===== config.mk =====
export PLATFORM = sky130hd
export DESIGN_NAME = note_sequencer
export DESIGN_NICKNAME = d
export VERILOG_FILES = /design/src/rtl/note_sequencer.sv
export SDC_FILE = /design/constraint.sdc
export NUM_CORES = 1
export LEC_CHECK = 0
export ABC_CLOCK_PERIOD_IN_PS = 2700
export CAP_MARGIN = 30
export CORE_MARGIN = 4
export CORE_UTILIZATION = 25
export DETAILED_ROUTE_END_ITERATION = 8
export PLACE_DENSITY = 0.56
export SLEW_MARGIN = 10
export SYNTH_ARGS = -nofsm -noshare
export SYNTH_HDL_FRONTEND = slang
export SYNTH_SLANG_ARGS = --single-unit

===== constraint.sdc =====
create_clock -name clk -period 2.7 [get_ports clk]
set_input_delay 0.675 -clock clk [delete_from_list [all_inputs] [get_ports clk]]
set_output_delay 0.675 -clock clk [all_outputs]
set_load 0.01 [all_outputs]

===== src/rtl/note_sequencer.sv =====
// note_sequencer: steps through one song held in an external synchronous song
// ROM and hands each note to the note player. Each note is held for the number
// of beats encoded with it.
//
// Ports
//   clk        system clock
//   reset      asynchronous, active-high reset
//   play       1 = run, 0 = pause (level)
//   song       song select, latched only when leaving IDLE
//   beat       one-cycle beat pulse from the beat generator
//   rom_addr   song ROM address {song_q, idx}
//   rom_data   ROM word {note, duration}, valid one cycle after rom_addr
//   note       current note (0 = rest)
//   duration   duration of the current note in beats
//   new_note   one-cycle pulse in the first PLAY cycle of each note
//   playing    high while in PLAY with play=1
//   song_done  high while in DONE
module note_sequencer #(
  parameter int NOTE_W = 6,
  parameter int DUR_W  = 6,
  parameter int IDX_W  = 5,
  parameter int SONG_W = 2
) (
  input  logic                      clk,
  input  logic                      reset,
  input  logic                      play,
  input  logic [SONG_W-1:0]         song,
  input  logic                      beat,
  output logic [SONG_W+IDX_W-1:0]   rom_addr,
  input  logic [NOTE_W+DUR_W-1:0]   rom_data,
  output logic [NOTE_W-1:0]         note,
  output logic [DUR_W-1:0]          duration,
  output logic                      new_note,
  output logic                      playing,
  output logic                      song_done
);

  typedef enum logic [2:0] {
    S_IDLE, S_FETCH, S_DECODE, S_PLAY, S_DONE
  } state_t;

  localparam logic [IDX_W-1:0] LAST_IDX = '1;

  state_t              r_state, w_state_nxt;
  logic [IDX_W-1:0]    r_idx;
  logic [SONG_W-1:0]   r_song_q;
  logic [DUR_W-1:0]    r_beat_cnt;
  logic [NOTE_W-1:0]   r_note;
  logic [DUR_W-1:0]    r_dur;
  logic                r_new_note;

  logic [NOTE_W-1:0]   w_rom_note;
  logic [DUR_W-1:0]    w_rom_dur;
  logic                w_end_mark;
  logic                w_step;
  logic                w_last_beat;

  assign w_rom_note  = rom_data[NOTE_W+DUR_W-1:DUR_W];
  assign w_rom_dur   = rom_data[DUR_W-1:0];
  // A zero duration can never be played, so it doubles as end-of-song.
  assign w_end_mark  = (w_rom_dur == '0);
  // Beats only count while actually playing; paused or fetching they are lost.
  assign w_step      = (r_state == S_PLAY) && play && beat;
  assign w_last_beat = w_step && ((r_beat_cnt + 1'b1) == r_dur);

  // State register
  always_ff @(posedge clk or posedge reset) begin
    if (reset) r_state <= S_IDLE;
    else       r_state <= w_state_nxt;
  end

  // Next-state logic
  always_comb begin
    w_state_nxt = r_state;
    case (r_state)
      S_IDLE:   if (play) w_state_nxt = S_FETCH;
      S_FETCH:  w_state_nxt = S_DECODE;
      S_DECODE: w_state_nxt = w_end_mark ? S_DONE : S_PLAY;
      S_PLAY:   if (w_last_beat) w_state_nxt = (r_idx == LAST_IDX) ? S_DONE : S_FETCH;
      S_DONE:   if (!play) w_state_nxt = S_IDLE;
      default:  w_state_nxt = S_IDLE;
    endcase
  end

  // Datapath
  always_ff @(posedge clk or posedge reset) begin
    if (reset) begin
      r_idx      <= '0;
      r_song_q   <= '0;
      r_beat_cnt <= '0;
      r_note     <= '0;
      r_dur      <= '0;
      r_new_note <= 1'b0;
    end else begin
      r_new_note <= 1'b0;
      case (r_state)
        S_IDLE: begin
          if (play) begin
            r_song_q <= song;
            r_idx    <= '0;
          end
        end
        S_DECODE: begin
          if (!w_end_mark) begin
            r_note     <= w_rom_note;
            r_dur      <= w_rom_dur;
            r_beat_cnt <= '0;
            r_new_note <= 1'b1;
          end
        end
        S_PLAY: begin
          if (w_step) begin
            if (w_last_beat) begin
              // Last entry ends the song instead of wrapping to idx 0.
              if (r_idx != LAST_IDX) r_idx <= r_idx + 1'b1;
            end else begin
              r_beat_cnt <= r_beat_cnt + 1'b1;
            end
          end
        end
        S_DONE: begin
          r_note <= '0;
          if (!play) r_idx <= '0;
        end
        default: ;
      endcase
    end
  end

  assign rom_addr  = {r_song_q, r_idx};
  assign note      = r_note;
  assign duration  = r_dur;
  assign new_note  = r_new_note;
  assign playing   = (r_state == S_PLAY) && play;
  assign song_done = (r_state == S_DONE);

endmodule

==> results.md, run 1 <==
Outcome:
- The run finished with clean final reports.

STA:
- For the final routed database, the setup TNS stands at 0 ns.
- The final clock period utilization by the worst path is 95.29%.
- For this run, the top clock speed supported by timing is 388.7 MHz.
- At the pin with the least slew margin, the transition time is 0.5339 ns.
- The number of endpoints with negative hold slack in the final report is 0.
- The time the final worst path needs with I/O delays and setup is 2.573 ns.
- Between clock sinks in the finished design, the worst skew comes to 0.003927 ns.
- Setup repair after global routing left no endpoint under its margin.
- The number of max-slew violations in the final report came to 0.
- The worst slew slack as a fraction of its limit is 63.90%.
- Setup violations remaining at the end of the flow were counted as 0.

Global routing:
- The via count of the first global-routing pass is 1,351.
- The aggregate global-route resource usage is 10.87%.
- The number of antenna violations at the first check in global routing is 0.
- The wire length of the first global-routing pass is 6555 um.
- The total overflow left after global routing is 0.
- The maximum number of pins on one net before global-route repair is 30.

Logic synthesis:
- The number of nets in the synthesized netlist is 164.
- The synthesized netlist devotes 14.78% of its cell area to compound gates.
- Yosys attributes the largest share of cell area to sky130_fd_sc_hd__dfrtp_1 (46%), sky130_fd_sc_hd__mux2_2 (6.4%), sky130_fd_sc_hd__mux2i_1 (3.8%).
- The dominant register cell in the synthesized netlist is sky130_fd_sc_hd__dfrtp_1.
- Of all cell types, the one taking the most synthesized area is sky130_fd_sc_hd__dfrtp_1.
- The synthesized netlist devotes 4.980% of its cell area to XOR and XNOR gates.
- The top cell type by area accounts for 45.85% of the synthesized area.
- The netlist uses 52 different library cells.
- The multiplexer area fraction after synthesis is 10.20%.
- The mapped netlist covers 1583 um2.
- After Yosys synthesis, full adders, half adders and majority gates account for 2.372% of the synthesized area.
- After synthesis, the largest family of logic cells by area is simple AND/OR/NAND/NOR gates.
- The share of synthesized cell area in and, or, nand and nor gates is 17.94%.
- After synthesis, flip-flops and latches occupy 45.85% of the total area.
- The mean post-synth cell area is 11.07 um2.
- The number of flops mapped to enable cells by yosys is 0.
- The number of register bits inferred by synthesis is 29.
- Synthesis produced 143 cells.
- The number of synthesis warnings is 0.
- Of all flip-flops after synthesis, the portion carrying an async set or reset was 100.0%.

Setup path:
- Measured in cells, the most critical reg-to-reg path has a length of 6.
- The endpoint of the worst-slack reg-to-reg timing path is r_idx[4].
- The slack of the worst reg-to-reg path is 0.52 ns.
- The worst setup path is launched from an input port.
- The critical path in this run is classified as in2out.
- The largest fanout of any net on the critical path is 3.
- STA classifies the critical path endpoint as an output port.
- STA puts the critical path data required time at 2.03 ns.
- In this run the critical register-to-register path is launched from r_beat_cnt[0].
- For the worst setup path, the data arrival time is 1.90 ns.

Die:
- The number of ports placed on the die boundary is 40.
- The floorplan row count is 28.
- The die height is 87.57 um.
- The starting density of the core is 26.27%.
- The die covers 7669 um2.
- The overall die width is 87.57 um.
- The area inside the core boundary is 6026 um2.

Cells and area:
- The antenna diode count is 0.
- The number of inserted filler cells in the final layout is 633.
- For this run, the share of the core covered by cells in the final layout is 36.67%.
- For this run, the post-layout net count is 218.
- The share of cells above drive strength 1 is 17.68%.
- Compared with the post-synthesis result, the final layout area differs by 39.60%.
- The final cell count without fillers is 273.

Pwr:
- The net load switching power is 0.8020 mW.
- IR analysis of the VDD net gives a maximum drop of 0.3718 mV.
- Dividing total power by cell area gives a power density of 987.4 nW/um2.
- The design draws 2.182 mW.
- The share of total power in the clock network is 15.9%.
- The static leakage is 0.9155 nW.
- The share of total power dissipated in combinational logic is 49.1%.
- Internal power comes to 1.380 mW.
- In this run switching power makes up 36.76% of total power.
- The part of the power in registers is 35.0%.

Routing:
- The post-detailed-route via-to-cell ratio is 4.755.
- The count of vias placed by the detailed router is 1,298.
- The average detailed-routed wire length per instance is 13.82 um.
- The number of iterations in the first detailed-routing pass is 4.
- After the first detailed-routing iteration, the DRC count stood at 50.
- The detailed-route wire length is 3772 um.
- For this run, design rule violations remaining after detail routing come to 0.
- The antenna violation net count after detailed routing is 0.

Clock network:
- The setup fix buffers added after clock tree synthesis is 0.
- After clock tree synthesis, the clock-pin slew on the worst setup and hold paths is 0.06 ns.
- The clock tree from TritonCTS is done.
- The number of buffers inserted by hold repair at cts is 0.
- The clock latency reported for the late side of the worst-skew pair is 0.28 ns.
- In this run, CTS created clock tree buffers numbering 5.
- The clock sink count is 29.
- CTS placed an instance of sky130_fd_sc_hd__clkbuf_8 at the clock tree root.
- The count of instances resized after the clock tree is built is 0.
- The H-tree depth is 2.
- Counting along the longest clock path gives a buffer depth of 2.

Hold path:
- The path with the worst hold slack has its endpoint at r_song_q[0].
- In this run the most critical hold path is launched from r_song_q[0].
- The hold path depth is 1.
- In this run the worst hold path is classified as reg2reg.

Place:
- The number of placed cells counting well taps is 265.
- The number of buffer cells added on primary ports is 39.
- Once detailed placement completed, the half-perimeter wirelength came to 2876 um.
- The global placement routability congestion is 0.8016.

Flow run:
- The reported max-cap violation count is 0.
-- sequential cells by signal (all words and copies together), names as in the netlist --
name and cells:
duration 6, new_note 1, note 6, r_beat_cnt 6, r_idx 5, r_song_q 2
r_state 3
-- cells in the mapped netlist (2+ instances only) --
library cell and instances:
sky130_fd_sc_hd__a211oi_1 3, sky130_fd_sc_hd__a21o_1 2, sky130_fd_sc_hd__a21oi_1 2, sky130_fd_sc_hd__a22o_1 2, sky130_fd_sc_hd__and3_1 2, sky130_fd_sc_hd__buf_4 3
sky130_fd_sc_hd__dfrtp_1 29, sky130_fd_sc_hd__ha_1 3, sky130_fd_sc_hd__inv_1 5, sky130_fd_sc_hd__mux2_2 9, sky130_fd_sc_hd__mux2i_1 6, sky130_fd_sc_hd__nand2_1 6
sky130_fd_sc_hd__nand3_1 5, sky130_fd_sc_hd__nor2_1 9, sky130_fd_sc_hd__nor2b_1 2, sky130_fd_sc_hd__nor3_1 2, sky130_fd_sc_hd__nor3b_1 2, sky130_fd_sc_hd__nor3b_2 2
sky130_fd_sc_hd__o21ai_0 7, sky130_fd_sc_hd__o21bai_1 2, sky130_fd_sc_hd__or4_1 2, sky130_fd_sc_hd__xnor2_1 5, sky130_fd_sc_hd__xor2_1 4
-- cells by family after synthesis --
kind of cell / after synthesis
flip-flops: 29
adder cells (fa/ha/maj): 3
AND/OR/NAND/NOR: 44
XOR/XNOR: 9
buffers and inverters: 11
AO/OA/AOI/OAI: 32
multiplexers: 15
-- power groups by stage --
stage | combinational (mW) | clock (mW) | sequential [mW]
6_report | 1.07 | 0.347 | 0.764
5_1_grt | 1.18 | 0.376 | 0.800
4_1_cts | 1.09 | 0.359 | 0.766
3_5_place_dp | 1.09 | 0 | 0.773
3_3_place_gp | 1.08 | 0 | 0.773
2_1_floorplan | 0.621 | 0 | 0.776
-- cells in the final DEF, fill, tap and decap left out, types with 3 or more instances in the layout --
cell                              Yosys  layout
sky130_fd_sc_hd__clkbuf_1             1       3
sky130_fd_sc_hd__a211oi_1             3       3
sky130_fd_sc_hd__clkbuf_8             0       5
sky130_fd_sc_hd__mux2i_1              6       6
sky130_fd_sc_hd__xor2_1               4       4
sky130_fd_sc_hd__xnor2_1              5       5
sky130_fd_sc_hd__dfrtp_1             29      29
sky130_fd_sc_hd__mux2_2               9       9
sky130_fd_sc_hd__nand2_1              6       6
sky130_fd_sc_hd__nor2_1               9       9
sky130_fd_sc_hd__inv_1                5       5
sky130_fd_sc_hd__nand3_1              5       5
sky130_fd_sc_hd__clkdlybuf4s50_1      0      39
sky130_fd_sc_hd__buf_4                3      14
sky130_fd_sc_hd__ha_1                 3       3
sky130_fd_sc_hd__o21ai_0              7       7
-- how the worst max path moves through the flow --
| stage | slack, ns | end | startpoint | cells past startpoint |
|---|---|---|---|---|
| final | 0.13 | playing | play | 3 |
| after global routing | 0.09 | playing | play | 3 |
| after floorplan | 0.53 | r_beat_cnt[3] | rom_data[0] | 6 |
| after CTS | 0.11 | playing | play | 3 |
| after global placement | 0.09 | r_idx[4] | beat | 6 |
| after detailed placement | 0.04 | r_beat_cnt[0] | rom_data[0] | 8 |
-- metrics by stage --
step	setup slack [ns]	cell area, um2	hold WS [ns]
after floorplan	0.5253	1583	0.5132
after global placement	0.09210	2130	0.4892
after detailed placement	0.03937	2130	0.4995
after CTS	0.1051	2210	0.5139
after global routing	0.09380	2210	0.5402
final	0.1272	2210	0.5091
-- area by class of cell --
| type | count | area [um2] | share of cell area (%) |
|---|---|---|---|
| Multi-Input combinational cell | 103 | 795.8 | 36.01 |
| Sequential cell | 29 | 725.7 | 32.84 |
| Timing Repair Buffer | 53 | 495.5 | 22.42 |
| Tap cell | 75 | 93.84 | 4.247 |
| Clock buffer | 8 | 80.08 | 3.624 |
| Inverter | 5 | 18.77 | 0.8494 |
-- metal layers --
metal	GRT usage, %	up-vias	wire length [um]
met1	14.98	627	1800
met4	4.045	0	53
met5	0	-	0
met3	3.010	7	178
met2	16.23	31	1740
li1	-	633	-
-- critical path, cell delays in order --
cell and delay [ns]:
sky130_fd_sc_hd__clkdlybuf4s50_1 0.50, sky130_fd_sc_hd__and2_1 0.16, sky130_fd_sc_hd__clkdlybuf4s50_1 0.56
Note: power is estimated with default switching activity, not from simulation.
==> run 2: changes to the inputs <==
--- a/config.mk
+++ b/config.mk
@@ -9,8 +9,10 @@
 export CAP_MARGIN = 30
 export CORE_MARGIN = 4
 export CORE_UTILIZATION = 25
+export CTS_BUF_LIST = sky130_fd_sc_hd__clkbuf_16
 export DETAILED_ROUTE_END_ITERATION = 8
 export PLACE_DENSITY = 0.56
+export SETUP_SLACK_MARGIN = 0.1
 export SLEW_MARGIN = 10
 export SYNTH_ARGS = -nofsm -noshare
 export SYNTH_HDL_FRONTEND = slang
==> results.md, run 2 (synthesized netlist as in run 1, its figures left out) <==
Flow run:
- The tool flagged a number of max-cap violations equal to 0.

Outcome:
- The flow ran to the end, and the final reports show no timing, DRC or antenna violations.

Setup path:
- The critical path is of the in2reg type.
- Across all register-to-register paths, the minimum setup slack is 0.52 ns.
- The largest fanout of any net on the critical path is 4.
- The endpoint required time on the critical path is 2.86 ns.
- The worst setup path is launched from an input port.
- Data on the critical path arrives at its endpoint at 2.53 ns.
- STA classifies the critical path endpoint as a flop.

STA:
- The worst hold slack after final layout is 0.5061 ns.
- Between clock sinks in the finished design, the worst skew comes to 0.004547 ns.
- The number of max-slew violations in the final report came to 0.
- For the pin with the worst max-slew slack, the measured transition is 0.5340 ns.
- The number of endpoints with negative hold slack in the final report is 0.
- The worst slew slack as a fraction of its limit is 63.90%.
- The time the final worst path needs with I/O delays and setup is 2.373 ns.
- Static timing analysis puts the maximum clock frequency at 421.3 MHz.
- The final number of setup-violating endpoints is 0.
- The final clock period utilization by the worst path is 87.90%.
- The final worst setup slack is 0.3266 ns.
- Setup repair after global routing left no endpoint under its margin.
- Setup total negative slack on the finished layout was measured at 0 ns.

Clock network:
- Counting every sink on the clock net gives 29.
- The clock slew at the register clock pins of the worst setup and hold paths is 0.05 ns.
- TritonCTS built the clock tree.
- The longest clock path from root to sink contains 2 buffers.
- The H-tree depth is 2.
- The buffer cell driving the clock tree root is sky130_fd_sc_hd__clkbuf_16.
- The clock latency reported for the late side of the worst-skew pair is 0.27 ns.
- The setup fix buffers added after clock tree synthesis is 0.
- The number of buffers added by the clock tree synthesis step is 5.

Cells and area:
- Leaving out fill and tap cells, the most frequent cell in the layout is sky130_fd_sc_hd__clkdlybuf4s50_1.
- Summing all multi-input logic gate instances after layout gives 795.8 um2.
- In the final layout, flip-flops and latches occupy 725.7 um2.
- After filler insertion, the fill cell instance count of the layout stands at 630.
- Cells with a size suffix above 1 make up 17.68% of the layout.
- In the layout the commonest cells are sky130_fd_sc_hd__clkdlybuf4s50_1 (38), sky130_fd_sc_hd__dfrtp_1 (29), sky130_fd_sc_hd__buf_4 (14).
- The antenna diode count is 0.
- The number of nets in the final layout is 218.
- The signed area change from the synthesized netlist to the final layout is 43.32%.

Routing:
- The antenna violation net count after detailed routing is 0.
- The final layout contains routed wiring with a total length of 3788 um.
- The first routing iteration left 58 violations.
- Before antenna repair, the detailed router went through 4 iterations.
- In the final routed layout, each cell accounts on average for 13.88 um.
- The post-detailed-route via-to-cell ratio is 4.711.
- After detailed routing, the number of remaining DRC violations is 0.
- The count of vias placed by the detailed router is 1,286.

Global routing:
- The aggregate global-route resource usage is 10.85%.
- The residual overflow from global routing is 0.
- The first global-routing pass estimated 6561 um of wire.
- Entering global routing, the biggest net connects 30 pins.
- The number of antenna violations at the first check in global routing came to 0.
- The via count of the first global-routing pass is 1,366.

Place:
- The number of buffer cells added on primary ports is 39.
- OpenSTA, run right after detailed placement, puts the worst setup slack at 0.03937 ns.
- At the end of routability-driven placement, the weighted congestion stood at 0.8016.
- Summed over all nets, the half-perimeter wirelength after detailed placement is 2876 um.

Die:
- The floorplan row count is 28.
- The starting density of the core is 26.27%.
- The region available for standard cell placement spans 6026 um2.
- The number of ports placed on the die boundary is 40.
- The area enclosed by the die boundary is 7669 um2.
- The overall die width is 87.57 um.
- The die is 87.57 um tall.

Hold path:
- The kind of path behind the tightest hold check is reg2reg.

Pwr:
- In this run, the clock network consumes 22.0% of the power.
- The switching fraction of total power is 35.09%.
- The net load switching power is 0.8256 mW.
- The power per cell area is 1037 nW/um2.
- Per report_power, the sequential group accounts for 32.5% of the total.
- The static leakage is 0.9680 nW.
- VDD sags by at most 0.4453 mV.
- The share of total power dissipated in combinational logic is 45.4%.
- The internal power of the cells totals 1.527 mW.
-- run 2: changes by cell type in the layout (fill, tap and decap cells not counted), sizes merged --
cell,previous run,this run
clkbuf,8,5
inv,5,8
clkdlybuf4s50,39,38
dlymetal6s2s,0,1
-- run 2: path summary, 6_finish.rpt --
path,startpoint,to,depth (start not counted)
setup / recovery,rom_data[0],r_beat_cnt[0],8
hold / removal,r_song_q[0],r_song_q[0],1
hold reg to reg,r_song_q[0],r_song_q[0],1
setup reg to reg,r_beat_cnt[0],r_idx[4],6
min in group asynchronous,reset,duration[4],3
max in group asynchronous,reset,new_note,3
-- run 2: through the flow --
step / utilization [%] / cell area, um2 / power [mW] / std cells
3_5_place_dp: 35.34 / 2130 / 1.859 / 265
4_1_cts: 37.60 / 2266 / 2.386 / 273
3_3_place_gp: 35.34 / 2130 / 1.851 / 265
5_1_grt: 37.65 / 2268 / 2.523 / 273
6_report: 37.65 / 2268 / 2.353 / 273
2_1_floorplan: - / 1583 / 1.397 / 143
-- run 2: power groups by stage --
stage	registers, mW	clock network [mW]	logic, mW
floorplan	0.776	0	0.621
global placement	0.773	0	1.08
detailed placement	0.773	0	1.09
CTS	0.767	0.528	1.09
global route	0.801	0.544	1.18
finish	0.765	0.519	1.07
-- run 2: repair_timing --
item / in CTS / in global routing
resized for setup: 0 / 1
endpoints found under the setup margin: 0 / 1
hold buffers: 0 / 0
-- run 2: cell type report --
| cell class | count | share of cell area, % |
|---|---|---|
| Clock buffer | 5 | 5.516 |
| Clock inverter | 3 | 0.4964 |
| Inverter | 5 | 0.8274 |
| Multi-Input combinational cell | 103 | 35.08 |
| Sequential cell | 29 | 31.99 |
| Tap cell | 75 | 4.137 |
| Timing Repair Buffer | 53 | 21.95 |
-- run 2: worst max-delay path, cell delays in order --
cell                              delay (ns)
sky130_fd_sc_hd__clkdlybuf4s50_1        0.41
sky130_fd_sc_hd__or4_1                  0.55
sky130_fd_sc_hd__nor3_1                 0.28
sky130_fd_sc_hd__nor3b_2                0.11
sky130_fd_sc_hd__a21oi_2                0.16
sky130_fd_sc_hd__buf_4                  0.15
sky130_fd_sc_hd__nor4_1                 0.04
sky130_fd_sc_hd__a21o_1                 0.15
-- run 2: metal layers --
| metal | share of wire, % | vias to the layer above | GRT usage, % |
|---|---|---|---|
| li1 | - | 636 | - |
| met1 | 49 | 625 | 14.92 |
| met2 | 47 | 21 | 16.51 |
| met3 | 3.6 | 4 | 2.446 |
| met4 | 1.1 | 0 | 4.324 |
| met5 | 0 | - | 0 |
==> run 3: changes to the inputs <==
--- a/config.mk
+++ b/config.mk
@@ -7,9 +7,9 @@
 export LEC_CHECK = 0
 export ABC_CLOCK_PERIOD_IN_PS = 2700
 export CAP_MARGIN = 30
-export CORE_MARGIN = 4
 export CORE_UTILIZATION = 25
 export CTS_BUF_LIST = sky130_fd_sc_hd__clkbuf_16
+export CTS_CLUSTER_DIAMETER = 60
 export DETAILED_ROUTE_END_ITERATION = 8
 export PLACE_DENSITY = 0.56
 export SETUP_SLACK_MARGIN = 0.1
@@ -17,3 +17,4 @@
 export SYNTH_ARGS = -nofsm -noshare
 export SYNTH_HDL_FRONTEND = slang
 export SYNTH_SLANG_ARGS = --single-unit
+export TNS_END_PERCENT = 30
==> results.md, run 3 (synthesized netlist as in run 1, its figures left out) <==
Outcome:
- The run finished with clean final reports.

Setup path:
- At the worst endpoint, the required time is 2.03 ns.
- The worst setup path is of the reg2out kind.
- Data on the critical path arrives at its endpoint at 1.74 ns.
- STA classifies the critical path startpoint as a flop.
- The largest fanout of any net on the critical path is 8.
- STA classifies the critical path endpoint as an output port.

Cells and area:
- The count of cells in the finished layout, fillers not included, comes to 273.
- The antenna diode count is 0.
- The signed area change from the synthesized netlist to the final layout is 44.74%.
- The library cells used most frequently in the layout, excluding fill and tap cells, are sky130_fd_sc_hd__clkdlybuf4s50_1 (38), sky130_fd_sc_hd__dfrtp_1 (29), sky130_fd_sc_hd__buf_4 (14).
- For this run, the post-layout net count is 218.
- At the end of the flow the core is filled with cells to 38.02%.
- The most common cell after layout, fill and taps aside is sky130_fd_sc_hd__clkdlybuf4s50_1.
- The share of cells above drive strength 1 is 18.18%.
- The number of inserted filler cells in the final layout is 635.

Global routing:
- The aggregate global-route resource usage is 12.55%.
- The first global-routing pass estimated 6196 um of wire.
- Entering global routing, the biggest net connects 30 pins.
- The residual overflow from global routing is 0.
- The via count of the first global-routing pass is 1,276.
- The number of antenna violations at the first check in global routing is 0.

STA:
- For the pin with the worst max-slew slack, the measured transition is 0.5250 ns.
- The time the final worst path needs with I/O delays and setup is 2.414 ns.
- Setup repair after global routing left no endpoint under its margin.
- Derived from the worst setup path, the maximum achievable clock frequency is 414.2 MHz.
- The clock skew is 0.004969 ns.
- The final number of setup-violating endpoints is 0.
- The final worst setup slack is 0.2856 ns.
- The number of max-slew violations in the final report is 0.
- The number of endpoints with negative hold slack in the final report is 0.
- The post-route setup TNS is 0 ns.
- The worst slew slack as a fraction of its limit is 64.51%.
- The worst path uses 89.42% of the clock period.

Clock network:
- The clock latency reported for the late side of the worst-skew pair is 0.28 ns.
- The clock passes through at most 2 buffers.
- The setup fix buffers added after clock tree synthesis is 0.
- The number of buffers inserted by hold repair at cts is 0.
- Clock tree synthesis inserted a total of 5 buffers.
- The clock slew at the register clock pins of the worst setup and hold paths is 0.05 ns.
- The H-tree depth is 2.
- Gates resized during post-CTS repair numbered 1.
- The clock tree from TritonCTS is done.
- For this design, the sink count on the clock tree is 29.
- The root buffer cell chosen for the clock tree is sky130_fd_sc_hd__clkbuf_16.

Die:
- The starting density of the core is 26.27%.
- The area enclosed by the die boundary is 6654 um2.
- The area inside the core boundary is 6026 um2.
- The overall die width is 81.57 um.
- The die height is 81.57 um.
- The floorplan row count is 28.
- The number of ports placed on the die boundary is 40.

Pwr:
- The static leakage is 0.9607 nW.
- Total power for the finished layout comes to 2.451 mW.
- For this design the ratio of total power to cell area is 1070 nW/um2.
- The maximum resistive drop on vdd is 0.4155 mV.

Place:
- Routability-driven placement finished with a final weighted congestion of 0.8031.
- Detailed placement ended at an HPWL of 2731 um.
- The count of buffers added on input and output ports is 39.
- The placement-stage worst setup slack is 0.04904 ns.
- The number of placed cells counting well taps is 265.

Routing:
- Using the TritonRoute via totals, the vias-per-cell ratio works out to 4.722.
- The number of iterations in the first detailed-routing pass is 4.
- The antenna violation net count after detailed routing is 0.
- The final route contains 1,289 vias.
- The average detailed-routed wire length per instance is 13.40 um.
- After detailed routing, the total wire length is 3657 um.
- For this run, design rule violations remaining after detail routing come to 0.
- The detailed router's first-iteration violation count is 63.

Hold path:
- In this run the worst hold path is classified as reg2reg.

Flow run:
- The reported max-cap violation count is 0.
==> run 3: cell count changes in the layout (fill, tap and decap cells not counted), sizes merged <==
cell          delta
dlygate4sd2      +1
dlymetal6s2s     -1
inv              -2
bufinv           +1
clkinv           +1
==> run 3: worst paths after layout <==
path | start | end | slack (ns) | cells past startpoint
worst max register to register | r_beat_cnt[0] | r_idx[1] | 0.52 | 6
worst max-delay path | r_state[1] | playing | 0.29 | 3
worst min register to register | r_song_q[1] | r_song_q[1] | 0.51 | 1
worst min-delay path | r_song_q[1] | r_song_q[1] | 0.51 | 1
max in group asynchronous | reset | note[2] | 1.63 | 3
min in group asynchronous | reset | duration[4] | 0.79 | 3
==> run 3: layout make-up <==
cell class	count	area (um2)	area share (%)
clock inverter	3	37.54	1.638
tap	75	93.84	4.096
sequential	29	725.7	31.68
clock buffer	5	125.1	5.461
timing repair buffer	53	494.2	21.57
inverter	5	18.77	0.8192
multi-input combinational	103	795.8	34.74
==> run 3: metal layers <==
layer	track usage, %	part of all wire [%]	vias up	routed length [um]
met4	5.263	1.9	0	68
met2	18.25	45	27	1644
met1	16.87	49	621	1789
li1	-	-	634	-
met5	0	0	-	0
met3	4.222	4.2	7	155
==> run 3: critical path: stages (launching register included) <==
cell and delay [ns]:
sky130_fd_sc_hd__dfrtp_1 0.46, sky130_fd_sc_hd__and3b_1 0.29, sky130_fd_sc_hd__and2_1 0.17, sky130_fd_sc_hd__clkdlybuf4s50_1 0.54
==> run 3: metrics by stage <==
stage / hold slack (ns) / area, um2
2_1_floorplan: 0.5132 / 1583
3_3_place_gp: 0.4904 / 2130
3_5_place_dp: 0.5003 / 2130
4_1_cts: 0.5121 / 2291
5_1_grt: 0.5380 / 2291
6_report: 0.5066 / 2291
==> run 3: power by group <==
| part | leakage (nW) | switching [mW] | total [mW] | internal (mW) |
|---|---|---|---|---|
| Clock | 0.0826 | 0.193 | 0.620 | 0.428 |
| Combinational | 0.520 | 0.482 | 1.08 | 0.596 |
| Sequential | 0.358 | 0.152 | 0.753 | 0.601 |
==> variant (flow settings as in run 1) <==
Change the parameter `NOTE_W` from 6 to 12.
--- a/src/rtl/note_sequencer.sv
+++ b/src/rtl/note_sequencer.sv
@@ -16,7 +16,7 @@
 //   playing    high while in PLAY with play=1
 //   song_done  high while in DONE
 module note_sequencer #(
-  parameter int NOTE_W = 6,
+  parameter int NOTE_W = 12,
   parameter int DUR_W  = 6,
   parameter int IDX_W  = 5,
   parameter int SONG_W = 2
Interface: changed (resized note and rom_data); port bits go from 40 to 52. The function was not compared with the original's and may differ.
==> variant against run 1 <==
- design area grew 23%
- setup slack better by 0.027 ns
- sequential cell count up 6
- sequential share of layout area fell by 0.57 points
- count of clock-buffer cells in the layout decreased by 2
- fmax grew 1.0%
- die area increased by 21%
- clock skew rose by 0.0021 ns
- routed wire length grew 40%
- global-route usage up 1.4 points
- power grew 40%
- area after synthesis increased by 23%
- worst hold slack lost 0.0056 ns
==> variant: results (changes against run 1) <==
Pleak = 1.11 nW (+21%)
# nets final = 265 (+22%)
clock buffers = 6 (-2)
syn_nets = 205 (+25%)
Slew Limit Headroom = 62.6% (-1.3 points)
mux cell area share after synthesis = 5.06% (-5.1 points)
WL met2 = 2430 um (+39%)
sequential fraction of the synthesis area = 44.8% (-1.0 points)
fraction of area in multi-input gates = 37.2% (+1.2 points)
Worst EP arrival = 1.87 ns (-0.03 ns)
Placed Area = 2630 sq um (+23%)
GRT Resource Usage Total = 12.3% (+1.4 points)
sw frac = 40.8% (+4.0 points)
Seq/total area = 32.3% (-0.57 points)
first-pass GRT wire length = 8740 um (+33%)
status = completed
Non-clk bufs = 59 (+11%)
Unique masters post-synth = 50 (-3.8%)
Reg2Reg Setup Slack = 0.46 ns (-0.06 ns)
DR vias/cell = 4.90 (+3.1%)
placer congestion estimate = 0.818 (+2.0%)
Reg2Reg Depth = 8 (+2)
HPWL after DPL = 3860 um (+34%)
largest cells by area after synthesis = dfrtp_1 45%, a22o_1 6.7%, mux2_2 2.3%, nand2_1 2.3%, ha_1 1.9%
Adder-Cell Fraction of Synth Area = 1.92% (-0.45 points)
clk_skew = 0.00602 ns (+0.00209 ns)
dpl ws = 0.0800 ns (+0.0406 ns)
# clock sinks = 35 (+21%)
Largest stage delay, worst path = 0.54 ns (-0.02 ns)
fraction of area in non-clock buffers = 21.6% (-0.83 points)
Synth Area in XOR/XNOR = 3.14% (-1.8 points)
Filler cells = 737 (+16%)
Compound-Gate Fraction of Synth Area = 24.0% (+9.2 points)
worst hold slack = 0.504 ns (-0.00561 ns)
nonclk inv count = 8 (+3)
DRT Wirelength = 5300 um (+40%)
final non-filler cell total = 337 (+23%)
origin of the critical flop-to-flop path = r_idx[0]
FF-to-FF End = r_idx[3]
synth cell count leaders = 35 x dfrtp_1, 15 x a22o_1, 12 x nand2_1
Max VDD drop = 0.322 mV (-13%)
variant: changes by cell type in the layout (fill, tap and decap cells not counted), moves of 4 or more:
cell	change
clkdlybuf4s50_1	+12
mux2i_1	-4
dfrtp_1	+5
a22o_1	+13
nand2_1	+6
buf_4	-8
a21oi_1	+5
o21ai_1	+5
mux2_2	-5
variant: metal layers:
layer / up-vias / global-route usage (%)
met5: - / 0
met4: 0 / 2.80
met3: 4 / 3.33
met2: 51 / 18.7
met1: 798 / 17.4
li1: 799 / -
variant: what timing repair did:
action / in CTS / in global routing
setup endpoints to repair: 0 / 1
setup buffers: 0 / 0
hold buffers: 0 / 0
gates resized for setup: 0 / 1
endpoints found under the hold margin: 0 / 0
variant: power by group through the flow:
stage	clock, mW	sequential, mW	combinational (mW)
finish	0.387	0.993	1.68
global route	0.429	1.04	1.85
CTS	0.407	0.999	1.71
detailed placement	0	1.00	1.70
global placement	0	1.00	1.67
floorplan	0	1.01	0.971
